==> src/rtl/dual_alu_lockstep.sv <==
// -----------------------------------------------------------------------------
// dual_alu_lockstep
//
// Purpose:
//   Two independent registered ALUs plus a comparator that flags every
//   per-bit result difference and any carry difference between them. Used as
//   a redundancy / lockstep checker: feeding both ALUs the same stimulus must
//   keep x == 0 and y == 0.
//
//   Each ALU supports four opcodes:
//     00 ADD
//     01 SUB (borrow is reported on the carry output)
//     10 AND
//     11 XOR
//
//   All results are registered, giving a latency of one cycle. A new
//   operation is accepted on every clock.
//
// Ports:
//   clk                   single clock; all state updates on the rising edge
//   rst                   synchronous, active-high reset; clears every output
//   a0, b0, alu_sel1      ALU1 operands and opcode
//   a1, b1, alu_sel2      ALU2 operands and opcode
//   alu_out1, carry_out1  ALU1 registered result and carry/borrow
//   alu_out2, carry_out2  ALU2 registered result and carry/borrow
//   x                     registered result mismatch vector (res1 ^ res2)
//   y                     registered carry mismatch (c1 ^ c2)
//   err_sticky            sticky mismatch flag
//
// Configuration:
//   ALU_MISMATCH_STICKY_EN
//     When defined, err_sticky latches high at any edge where the registered
//     x is non-zero or the registered y is set. It stays high until rst.
//     When undefined, err_sticky is tied to 0 and no flop is built for it.
// -----------------------------------------------------------------------------
module dual_alu_lockstep #(
  parameter int WIDTH = 8
) (
  input  logic             clk,
  input  logic             rst,
  input  logic [WIDTH-1:0] a0,
  input  logic [WIDTH-1:0] b0,
  input  logic [WIDTH-1:0] a1,
  input  logic [WIDTH-1:0] b1,
  input  logic [1:0]       alu_sel1,
  input  logic [1:0]       alu_sel2,
  output logic [WIDTH-1:0] alu_out1,
  output logic [WIDTH-1:0] alu_out2,
  output logic             carry_out1,
  output logic             carry_out2,
  output logic [WIDTH-1:0] x,
  output logic             y,
  output logic             err_sticky
);

  // One ALU evaluation. The result is returned as {carry, result}.
  function automatic logic [WIDTH:0] alu_calc(
    input logic [1:0]       sel,
    input logic [WIDTH-1:0] a,
    input logic [WIDTH-1:0] b
  );
    logic [WIDTH:0] r;
    case (sel)
      2'b00:   r = {1'b0, a} + {1'b0, b};
      // The borrow is the unsigned compare. It is not the sum's MSB.
      2'b01:   r = {(a < b), a - b};
      2'b10:   r = {1'b0, a & b};
      2'b11:   r = {1'b0, a ^ b};
      default: r = {(WIDTH+1){1'b0}};
    endcase
    return r;
  endfunction

  logic [WIDTH:0] full1_s;
  logic [WIDTH:0] full2_s;

  // Combinational evaluation of both ALUs on this cycle's inputs.
  always_comb begin
    full1_s = {(WIDTH+1){1'b0}};
    full2_s = {(WIDTH+1){1'b0}};
    full1_s = alu_calc(alu_sel1, a0, b0);
    full2_s = alu_calc(alu_sel2, a1, b1);
  end

  // Result, carry and comparator registers; all of them update together.
  always_ff @(posedge clk) begin
    if (rst) begin
      alu_out1   <= {WIDTH{1'b0}};
      alu_out2   <= {WIDTH{1'b0}};
      carry_out1 <= 1'b0;
      carry_out2 <= 1'b0;
      x          <= {WIDTH{1'b0}};
      y          <= 1'b0;
    end else begin
      alu_out1   <= full1_s[WIDTH-1:0];
      alu_out2   <= full2_s[WIDTH-1:0];
      carry_out1 <= full1_s[WIDTH];
      carry_out2 <= full2_s[WIDTH];
      // The comparator works on the unregistered results so that it lines
      // up in time with the outputs it describes.
      x          <= full1_s[WIDTH-1:0] ^ full2_s[WIDTH-1:0];
      y          <= full1_s[WIDTH] ^ full2_s[WIDTH];
    end
  end

`ifdef ALU_MISMATCH_STICKY_EN
  logic err_sticky_r;

  // Sticky flag. It looks at the already-registered comparator outputs, so
  // it rises one edge after x/y show a mismatch. Reset has priority.
  always_ff @(posedge clk) begin
    if (rst) begin
      err_sticky_r <= 1'b0;
    end else if ((x != {WIDTH{1'b0}}) || y) begin
      err_sticky_r <= 1'b1;
    end else begin
      err_sticky_r <= err_sticky_r;
    end
  end

  assign err_sticky = err_sticky_r;
`else
  assign err_sticky = 1'b0;
`endif

endmodule

==> config.mk <==
export PLATFORM = sky130hd
export DESIGN_NAME = dual_alu_lockstep
export DESIGN_NICKNAME = d
export VERILOG_FILES = /design/src/rtl/dual_alu_lockstep.sv
export SDC_FILE = /design/constraint.sdc
export NUM_CORES = 1
export LEC_CHECK = 0
export CAP_MARGIN = 30
export CORE_MARGIN = 1.5
export CORE_UTILIZATION = 60
export CTS_BUF_LIST = sky130_fd_sc_hd__clkbuf_2 sky130_fd_sc_hd__clkbuf_4 sky130_fd_sc_hd__clkbuf_8
export DETAILED_ROUTE_END_ITERATION = 10
export DONT_BUFFER_PORTS = 1
export PLACE_DENSITY = 0.76
export SLEW_MARGIN = 20
export SYNTH_ARGS = -nofsm -noshare
export SYNTH_HDL_FRONTEND = slang
export SYNTH_SLANG_ARGS = --single-unit
==> constraint.sdc <==
create_clock -name clk -period 3 [get_ports clk]
set_input_delay 0.45 -clock clk [delete_from_list [all_inputs] [get_ports clk]]
set_output_delay 0.45 -clock clk [all_outputs]
set_load 0.02 [all_outputs]
Yosys cells after proc, flatten, opt, wreduce, memory -nomap -nowiden
Index checks and enable logic that the tools add are counted.
{ "op_classes": {"addsub": 4, "magnitude_cmp": 2, "eq_ne": 6, "muxes": 2, "bitwise_logic": 6, "reduce_logical": 2} }
{ "op_table": {"columns": ["operator", "count"], "rows": [
  ["$pmux 9 s4", 2],
  ["$xor 8x8->8", 3],
  ["$add 8x8->9", 2],
  ["$and 8x8->8", 2],
  ["$lt 8x8->1", 2],
  ["$sub 8x8->8", 2],
  ["$eq 2x2->1 const B", 4],
  ["$eq 2x1->1 const B", 2],
  ["$logic_not 2->1", 2],
  ["$xor 1x1->1", 1]
]} }
{ "word_totals": {"register_bits": 27, "inputBits": 38, "wordCells": 28} }

Depth between registers and ports, before layout
{ "logic_depth": {"word_depth": 3, "depth_mapped": 11} }

Least setup slack after synthesis
OpenSTA, ideal clock, no wires.
{ "synth_timing": {"kind": "input port to flip-flop", "from": "input b0[1]", "to": "register x[7]", "setup_time_ns": 0.128, "arrival_ns": 2.312, "required_ns": 2.872, "slack_ns": 0.560, "stages": 9, "path_cell_list": "inv_1 -> ha_1 -> nor2b_1 -> o31a_1 -> o41a_1 -> a22o_1 -> a311o_2 -> xnor2_1 -> nor2_1"} }
{ "synth_via": {"elab_chain_len": 3} }
{ "synth_rtl": {"columns": ["element", "line", "text"], "rows": [
  ["start: declaration", "42", "input logic [WIDTH-1:0] b0,"],
  ["$sub 8x8->8 / $add 8x8->9 (equally long branches)", "66, 64", null],
  ["$pmux 9 s4 (*)", "63", "case (sel)"],
  ["$xor 8x8->8 (*)", "101", "x <= full1_s[WIDTH-1:0] ^ full2_s[WIDTH-1:0];"],
  ["end signal: assignment", "92", "x <= {WIDTH{1'b0}};"],
  ["end signal: assignment", "101", null],
  ["end: declaration", "51", "output logic [WIDTH-1:0] x,"]
]} }
Every way passes the cells marked *; elsewhere a longest branch is shown, timed or not.
A chain may end at the register's enable or synchronous reset.

Worst setup path after layout
{ "layout_timing": {"from": "input a1[0]", "to": "register y"} }
{ "layout_via": {"elab_chain_len": 3} }
{ "layout_rtl": {"columns": ["element", "line", "text"], "rows": [
  ["start: declaration", "43", "input logic [WIDTH-1:0] a1,"],
  ["$add 8x8->9 / $lt 8x8->1 (equally long branches)", "64, 66", null],
  ["$pmux 9 s4 (*)", "63", null],
  ["$xor 1x1->1 (*)", "102", "y <= full1_s[WIDTH] ^ full2_s[WIDTH];"],
  ["end signal: assignment", "102", null],
  ["end: declaration", "52", "output logic y,"]
]} }
Marks and branches as above.

==> metrics.csv <==
stage,metric,value,unit
clocking,cts_tree,built,
grt,grt_max_degree,28,
placement,gp_congestion,0.866,
sta,max_slew_margin,56.8,%
setup_path,worstPathMaxFanout,4,
routing,dr.pass1.iters,4,
routing,vias,2298,
layout,regArea,541,µm²
layout,antenna_cells,0,
logic_synthesis,synth_area,2590,µm²
setup_path,cp.arrival,2.48,ns
sta,hold_viol,0,
clocking,htree_levels,1,
layout,post_layout_nonfiller_instances,370,
setup_path,crit_chain,"inv_1, ha_1, inv_1, fa_1, a211oi_1, nor2_1, o41ai_1, a21oi_1, a311oi_1, xor2_1, nor2_1",
sta,period_needed,2.32,ns
routing,drtIter0Drc,202,
setup_path,critPathSlowestCell,fa_1,
setup_path,setup.worst_path.class,input port to flop,
grt,grt_pass1_wl,8740,µm
logic_synthesis,yosysTopAreaCellShare,20.8,%
logic_synthesis,syn_avg_cell_area,7.72,µm²
floorplanning,core_area,4090,µm²
sta,tightest_slew,0.641,ns
setup_path,end_kind,flop,
clocking,post_cts_resized,0,
routing,drt-vias-per-instance,6.21,
sta,fin_crit_sh,77.3,%
grt,grt_pass1_vias,1970,
min_path,hold_class,input port to flop,
placement,placed_cells,366,
layout,nFillCells,389,
floorplanning,dieArea,4730,µm²
logic_synthesis,synth.area.top_cells,"dfxtp_1 (21%), ha_1 (16%), nor2_1 (6.5%), inv_1 (5.5%), o21ai_0 (3.7%)",
logic_synthesis,ys_seq_area_share,20.8,%
sta,fin_setup_tns,0,ns
clocking,clockRootBuffer,clkbuf_8,
clocking,cts_hold_buf,0,
clocking,path_clk_slew,0.09,ns
sta,rsz0062_at_grt,false,
clocking,clkSinkCount,27,
layout,multiInputGateArea,1830,µm²
floorplanning,die_x,68.8,µm
logic_synthesis,syn-instance-count,336,
layout,final_common_cell,nor2_1,
grt,grt_usage,23.8,%
floorplanning,io_pins,66,
logic_synthesis,synthArstFlopShare,0,%
floorplanning,row_count,23,
pwr,p_total,1.05,mW
routing,wl_per_cell,14.9,µm
logic_synthesis,synth-main-ff-cell,dfxtp_1,
pwr,ir_drop,0.000192,V
clocking,postCtsSetupBuffers,0,
pwr,power_density,400,nW/µm²
placement,dp_hpwl,4400,µm
setup_path,start_kind,input port,
layout,area_growth,0.868,%
routing,drc,0,
clocking,cts_buffers,3,
run,maxCapViolCount,0,
setup_path,max_stage_delay,0.42,ns
grt,overflow,0,
logic_synthesis,synth_cell_types,53,
grt,antenna_found_initial,0,
logic_synthesis,synth_fp_nets,411,
logic_synthesis,synth_area_leader_cell,dfxtp_1,
sta,setup_viol,0,
layout,drive_gt1_share,2.81,%
logic_synthesis,synth-seq-cells,27,
routing,antenna_left,0,
placement,portBuffers,0,
sta,drv_slew,0,
run_status,status,"finished, final reports clean",
layout,fin_nets,396,
clocking,clk_path_buf_depth,2,
floorplanning,initial_utilization,63.5,%
pwr,leakagePower,1.17,nW
floorplanning,dieHeight,68.8,µm
routing,routed_wirelength,5520,µm
logic_synthesis,synth-edff-count,0,
sta,fmax,431,MHz
setup_path,cp.required,3.16,ns
layout,layout_common_cells,"nor2_1 (45), inv_1 (38), ha_1 (33)",
layout,utilization,64.1,%
logic_synthesis,synth_warnings,0,
layout make-up:
cell class	count	share of cell area, %
clock inverter	1	0.191
inverter	38	5.45
multi-input combinational	251	69.7
tap	50	2.39
sequential	27	20.7
clock buffer	3	1.58
state kept, by name, indices dropped and copies added (netlist names):
signal	flops
carry_out2	1
alu_out2	8
x	8
y	1
carry_out1	1
alu_out1	8
Yosys cell counts (5+ instances only):
library cell   n
inv_1         38
a211oi_1      10
nor3_1        13
dfxtp_1       27
nand2_1       11
nor2b_1       10
a21oi_1       18
clkbuf_1      18
ha_1          33
o21ai_0       19
xnor2_1        6
o211ai_1       7
mux2i_1        5
nor2_1        45
nand2b_1       7
path summary, 6_finish.rpt:
kind,startpoint,to,slack (ns),cells after the start
setup / recovery,a1[0],y,0.68,11
hold / removal,rst,alu_out2[2],0.25,1
per-stage QoR:
step / hold slack [ns] / instance area [µm²] / setup slack [ns]
finish: 0.246 / 2620 / 0.681
global placement: 0.525 / 2570 / 0.464
floorplan: 0.743 / 2590 / 0.560
global route: 0.228 / 2620 / 0.417
detailed placement: 0.526 / 2570 / 0.457
CTS: 0.240 / 2620 / 0.718
cell families after synthesis:
| family | after synthesis | share of synthesized area (%) |
|---|---|---|
| flip-flops | 27 | 20.8 |
| other | 1 | 0.145 |
| adder cells (fa/ha/maj) | 37 | 19.0 |
| buffers and inverters | 58 | 8.82 |
| XOR/XNOR | 10 | 3.37 |
| AO/OA/AOI/OAI | 98 | 26.5 |
| multiplexers | 7 | 3.66 |
| AND/OR/NAND/NOR | 98 | 17.7 |
power breakdown:
group	switching [mW]	internal (mW)
logic	0.208	0.165
registers	0.0766	0.406
clock network	0.0994	0.0926
layer usage:
layer / vias to the layer above / GRT usage (%) / part of all wire (%)
li1: 1150 / - / -
met1: 1060 / 32.0 / 44
met2: 82 / 40.6 / 48
met3: 6 / 2.92 / 7.4
met4: 0 / 5.64 / 1.2
met5: - / 0 / 0
critical path: cells and delay by family:
| kind | cells | cell delay [ns] |
|---|---|---|
| compound gates | 4 | 1.00 |
| xor+xnor | 1 | 0.18 |
| fa+ha+maj | 2 | 0.56 |
| buf+inv | 2 | 0.11 |
| simple gates | 2 | 0.17 |
Power figures use the tool's default switching activity.
